### src/rtl/cisr_row_scheduler.sv
// CISR row scheduler: hands CSR row lengths to the lowest free channel.
// Build option CISR_SCHED_ZERO_SKIP_EN drops zero-length rows without a channel.
module cisr_row_scheduler #(
    parameter int NCH   = 4,
    parameter int LEN_W = 5,
    parameter int ID_W  = 8
) (
    input  logic                clk,
    input  logic                reset,
    input  logic                start,
    input  logic [ID_W-1:0]     num_rows,
    input  logic [LEN_W-1:0]    len_data,
    input  logic                len_valid,
    output logic                len_ready,
    input  logic                stall,
    output logic [NCH-1:0]      ch_valid,
    output logic [NCH*ID_W-1:0] ch_row_id,
    output logic [NCH-1:0]      ch_last,
    output logic                busy,
    output logic                done
);

    typedef enum logic [1:0] {IDLE, RUN, DRAIN, DONE} state_t;

    state_t           state;
    logic [ID_W-1:0]  rows_q;
    logic [ID_W-1:0]  next_id;
    logic [NCH-1:0]   active;
    logic [LEN_W-1:0] remaining [NCH];
    logic [ID_W-1:0]  row_id    [NCH];

    logic [NCH-1:0]   free;
    logic [NCH-1:0]   sel;
    logic             any_free;
    logic             rows_left;
    logic             zero_len;
    logic             accept;
    logic             load;
    logic [LEN_W-1:0] load_len;

    // A channel on its final element can take a new row with no bubble.
    always_comb begin
        free = '0;
        for (int i = 0; i < NCH; i++) begin
            free[i] = !active[i] || (remaining[i] == LEN_W'(1));
        end
    end

    always_comb begin
        sel = '0;
        for (int i = NCH - 1; i >= 0; i--) begin
            if (free[i]) begin
                sel    = '0;
                sel[i] = 1'b1;
            end
        end
    end

    assign any_free  = |free;
    assign rows_left = next_id < rows_q;
    assign zero_len  = (len_data == '0);
    assign accept    = len_valid && len_ready;

`ifdef CISR_SCHED_ZERO_SKIP_EN
    assign len_ready = (state == RUN) && !stall && rows_left
                       && (any_free || zero_len);
    assign load      = accept && !zero_len;
    assign load_len  = len_data;
`else
    assign len_ready = (state == RUN) && !stall && rows_left && any_free;
    assign load      = accept;
    assign load_len  = zero_len ? LEN_W'(1) : len_data;
`endif

    assign ch_valid = active & {NCH{!stall}};
    assign busy     = (state == RUN) || (state == DRAIN);

    always_comb begin
        ch_last   = '0;
        ch_row_id = '0;
        for (int i = 0; i < NCH; i++) begin
            ch_last[i] = ch_valid[i] && (remaining[i] == LEN_W'(1));
            ch_row_id[i*ID_W +: ID_W] = row_id[i];
        end
    end

    always_ff @(posedge clk) begin
        if (reset) begin
            state   <= IDLE;
            rows_q  <= '0;
            next_id <= '0;
            active  <= '0;
            done    <= 1'b0;
            for (int i = 0; i < NCH; i++) begin
                remaining[i] <= '0;
                row_id[i]    <= '0;
            end
        end else begin
            done <= !stall && (state == DONE);
            if (!stall) begin
                for (int i = 0; i < NCH; i++) begin
                    if (ch_valid[i]) begin
                        remaining[i] <= remaining[i] - LEN_W'(1);
                        if (ch_last[i]) begin
                            active[i] <= 1'b0;
                        end
                    end
                    if (load && sel[i]) begin
                        row_id[i]    <= next_id;
                        remaining[i] <= load_len;
                        active[i]    <= 1'b1;
                    end
                end
                unique case (state)
                    IDLE: begin
                        if (start) begin
                            rows_q  <= num_rows;
                            next_id <= '0;
                            state   <= (num_rows == '0) ? DONE : RUN;
                        end
                    end
                    RUN: begin
                        if (accept) begin
                            next_id <= next_id + ID_W'(1);
                        end
                        if (next_id == rows_q) begin
                            state <= DRAIN;
                        end
                    end
                    DRAIN: begin
                        if (active == '0) begin
                            state <= DONE;
                        end
                    end
                    DONE: state <= IDLE;
                    default: state <= IDLE;
                endcase
            end
        end
    end

endmodule

### config.mk
export PLATFORM = sky130hd
export DESIGN_NAME = cisr_row_scheduler
export DESIGN_NICKNAME = d
export VERILOG_FILES = /design/src/rtl/cisr_row_scheduler.sv
export SDC_FILE = /design/constraint.sdc
export NUM_CORES = 1
export LEC_CHECK = 0
export ABC_AREA = 0
export BUFFER_PORTS_ARGS = -buffer_cell sky130_fd_sc_hd__buf_2
export CAP_MARGIN = 0
export CORE_MARGIN = 3
export CORE_UTILIZATION = 45
export DETAILED_ROUTE_END_ITERATION = 16
export MAX_ROUTING_LAYER = met4
export PLACE_DENSITY = 0.61
export RECOVER_POWER = 25
export REMOVE_ABC_BUFFERS = 1
export SYNTH_ARGS = -nofsm -noshare
export SYNTH_HDL_FRONTEND = slang
export SYNTH_SLANG_ARGS = --single-unit
### constraint.sdc
create_clock -name clk -period 4.46 [get_ports clk]
set_input_delay 0.892 -clock clk [delete_from_list [all_inputs] [get_ports clk]]
set_output_delay 0.892 -clock clk [all_outputs]
set_load 0.005 [all_outputs]
==> impl_metrics.tcl <==
set metrics [dict create \
    clockRootBuffer "clkbuf_8" \
    final_common_cell "edfxtp_1" \
    grt_pass1_wl_um 14300 \
    die_w_um 101 \
    worstPathMaxFanout 29 \
    finalMaxSlewViolations 0 \
    cts_inserted_buffers 9 \
    p_leak_nw 1.83 \
    power_frac_seq_pct 55.0 \
    startpoint_type "input pin" \
    slew_headroom_pct 12.5 \
    routed_wl_um 8810 \
    min_path_type "reg2reg" \
    yosysSeqAreaShare_pct 50.1 \
    rr_startpoint "next_id[5]" \
    fin_setup_tns_ns 0 \
    antenna_found_initial 0 \
    worst_path_most_repeated_cell "clkbuf_1" \
    htreeDepth 3 \
    route.detailed.drc 0 \
    crit_path_cell_trace "clkbuf_1 > clkbuf_1 > nor2_1 > and2_0 > a221o_1" \
    worst_pin_slew_ns 1.31 \
    synthToLayoutAreaGrowth_pct 13.9 \
    synth_area_per_cell_um2 10.7 \
    clock_sink_count 75 \
    nFillCells 760 \
    synth_seq_cells 75 \
    vdd_ir_drop_max_uv 131 \
    status "complete, no violations" \
    first_iter_violations 149 \
    synth_compound_area_share_pct 10.9 \
    dr.pass1.iters 5 \
    startpoint "reset" \
    fmax_mhz 303 \
    ys_types 50 \
    muxShareOfSynthArea_pct 1.99 \
    pwr-share-comb_pct 10.6 \
    synth_top_family_by_area "simple AND/OR/NAND/NOR gates" \
    power.share.clock_pct 34.4 \
    clk_pin_slew_ns 0.08 \
    slowest_stage "clkbuf_1" \
    r2r_slack_ns 1.69 \
    clockBufferDepth 2 \
    cts_tree "yes" \
    initial_core_util_pct 47.7 \
    post-route-min-period_ns 3.31 \
    grt.total_usage_pct 18.8 \
    worstPathArrival_ns 3.55 \
    num_vias 2970 \
    place_worst_setup_slack_ns 1.37 \
    p_sw_w 0.000388 \
    final_cell_mix "edfxtp_1 (52), buf_2 (47), and2_1 (32), nand2_1 (30), nor2_1 (25)" \
    die_h_um 101 \
    ios 61 \
    slowest_delay_ns 0.93 \
    nets 476 \
    syn_area_um2 4030 \
    post_cts_resized 0 \
    clock_latency_ns 0.36 \
    synth-adder-area-share_pct 6.51 \
    portBuffers 60 \
    rows 33 \
    grt_max_degree 30 \
    rsz0062_at_grt "no" \
    overflow 0 \
    via_per_inst 5.43 \
    grt_pass1_vias 2927 \
    drive_above_1_share_pct 19.0 \
    synth-xor-area-share_pct 2.61 \
    netlist_instances 378 \
    reg2reg_depth 5 \
    synth-edff-count 52 \
    r2r-end "row_id[1][1]" \
    swShare_pct 27.2 \
    crit_required_ns 4.70 \
    finClkSkew_ns 0.0144 \
    gp_congestion 0.801 \
    p_int_w 0.00104 \
    cp-end-kind "register" \
    powerDensity_nw_per_um2 311 \
    dieArea_um2 10100 \
    setup_ws_ns 1.15 \
    detailed_place_hpwl_um 6490 \
    coreArea_um2 8460 \
    wl_per_cell_um 16.1 \
    cts-hold-fix-buffers 0 \
    crit_end "next_id[2]" \
    synthArstFlopShare_pct 0 \
    max-cap-violations 0 \
    hold_viol_final 0 \
    ant_nets 0 \
    setup_violations 0 \
    synthSimpleGateAreaFrac_pct 24.2 \
    ys.warnings.count 0 \
    criticalPathCategory "in2reg" \
    ys.flop_type "edfxtp_1" \
    diodes 0 \
    fin_crit_sh_pct 74.1 \
    post-cts-setup-buffers 0 \
]
## state kept, by name, summed over array words and instances, names as in the netlist
register / cells
active: 4
state: 2
rows_q: 8
next_id: 8
done: 1
remaining: 20
row_id: 32
## worst min path at each step
stage | startpoint | endpoint | slack, ns | cells past startpoint
after floorplan | rows_q[1] | rows_q[1] | 0.46 | 2
after global placement | rows_q[3] | rows_q[3] | 0.48 | 2
after detailed placement | rows_q[1] | rows_q[1] | 0.49 | 2
after CTS | rows_q[1] | rows_q[1] | 0.51 | 2
after global routing | rows_q[1] | rows_q[1] | 0.53 | 2
final | rows_q[1] | rows_q[1] | 0.50 | 2
## power by group through the flow
stage | logic (W) | registers [W] | clock network [W]
3_5_place_dp | 0.000153 | 0.000801 | 0
4_1_cts | 0.000154 | 0.000785 | 0.000505
6_report | 0.000151 | 0.000785 | 0.000491
5_1_grt | 0.000170 | 0.000789 | 0.000532
2_1_floorplan | 0.0000920 | 0.000800 | 0
3_3_place_gp | 0.000151 | 0.000800 | 0
## area by class of cell
type / instances / area (um^2) / share of cell area [%]
inverter: 23 / 86.3 / 1.88
timing repair buffer: 64 / 310 / 6.76
tap: 105 / 131 / 2.86
clock inverter: 7 / 58.8 / 1.28
sequential: 75 / 2020 / 44.0
clock buffer: 9 / 124 / 2.70
multi-input combinational: 264 / 1860 / 40.5
## cells in the mapped netlist (all sizes together), types with 2 or more instances
cell type,number,area share (%)
edfxtp,52,39
and2,33,5.1
nand2,30,2.8
nor2,25,2.3
dfxtp,23,11
inv,23,2.1
ha,21,6.5
a21oi,17,2.1
or3,17,2.6
clkbuf,10,0.93
nand3,10,1.2
o41ai,10,2.2
mux2i,8,2.0
nor3,8,0.99
nor4,7,1.8
a21o,6,1.1
buf,6,0.68
nor2b,6,0.93
or2,6,0.93
xnor2,6,1.3
xor2,6,1.3
nand2b,5,0.78
o21ai,5,0.62
nand4,4,0.99
nor3b,4,0.74
or4b,4,1.3
a221o,3,0.74
nor4b,3,0.81
o2111ai,3,1.1
a211oi,2,0.37
o221a,2,0.56
o22a,2,0.50
## worst max-delay path, delay by kind of cell
| kind | cells | cell delay (ns) |
|---|---|---|
| buf+inv | 2 | 1.78 |
| simple gates | 2 | 0.48 |
| compound gates | 1 | 0.39 |
## per-stage QoR
step | instance area (um^2) | power, W | std cells | hold slack [ns] | util, %
finish | 4590 | 0.00143 | 547 | 0.503 | 54.3
global route | 4590 | 0.00149 | 547 | 0.532 | 54.3
CTS | 4610 | 0.00144 | 547 | 0.510 | 54.5
detailed placement | 4430 | 0.000954 | 531 | 0.487 | 52.3
global placement | 4430 | 0.000951 | 531 | 0.479 | 52.3
floorplan | 3970 | 0.000892 | 362 | 0.463 | -
## cells by family (layout without fill, tap and decap cells)
family / count (synthesis) / after routing
xor gates and xnor gates: 12 / 12
adders and majority gates: 21 / 21
and+or+nand+nor: 166 / 166
muxes: 8 / 8
buffers and inverters: 39 / 103
DFF: 75 / 75
AOI/OAI and AO/OA: 57 / 57
## routing by layer
metal	track usage (%)	share of wire [%]	up-vias
met3	4.29	5.1	9
met1	25.4	49	1382
li1	-	-	1495
met4	6.94	1.3	0
met5	-	0	-
met2	27.7	45	84
(Power assumes the default switching activity.)
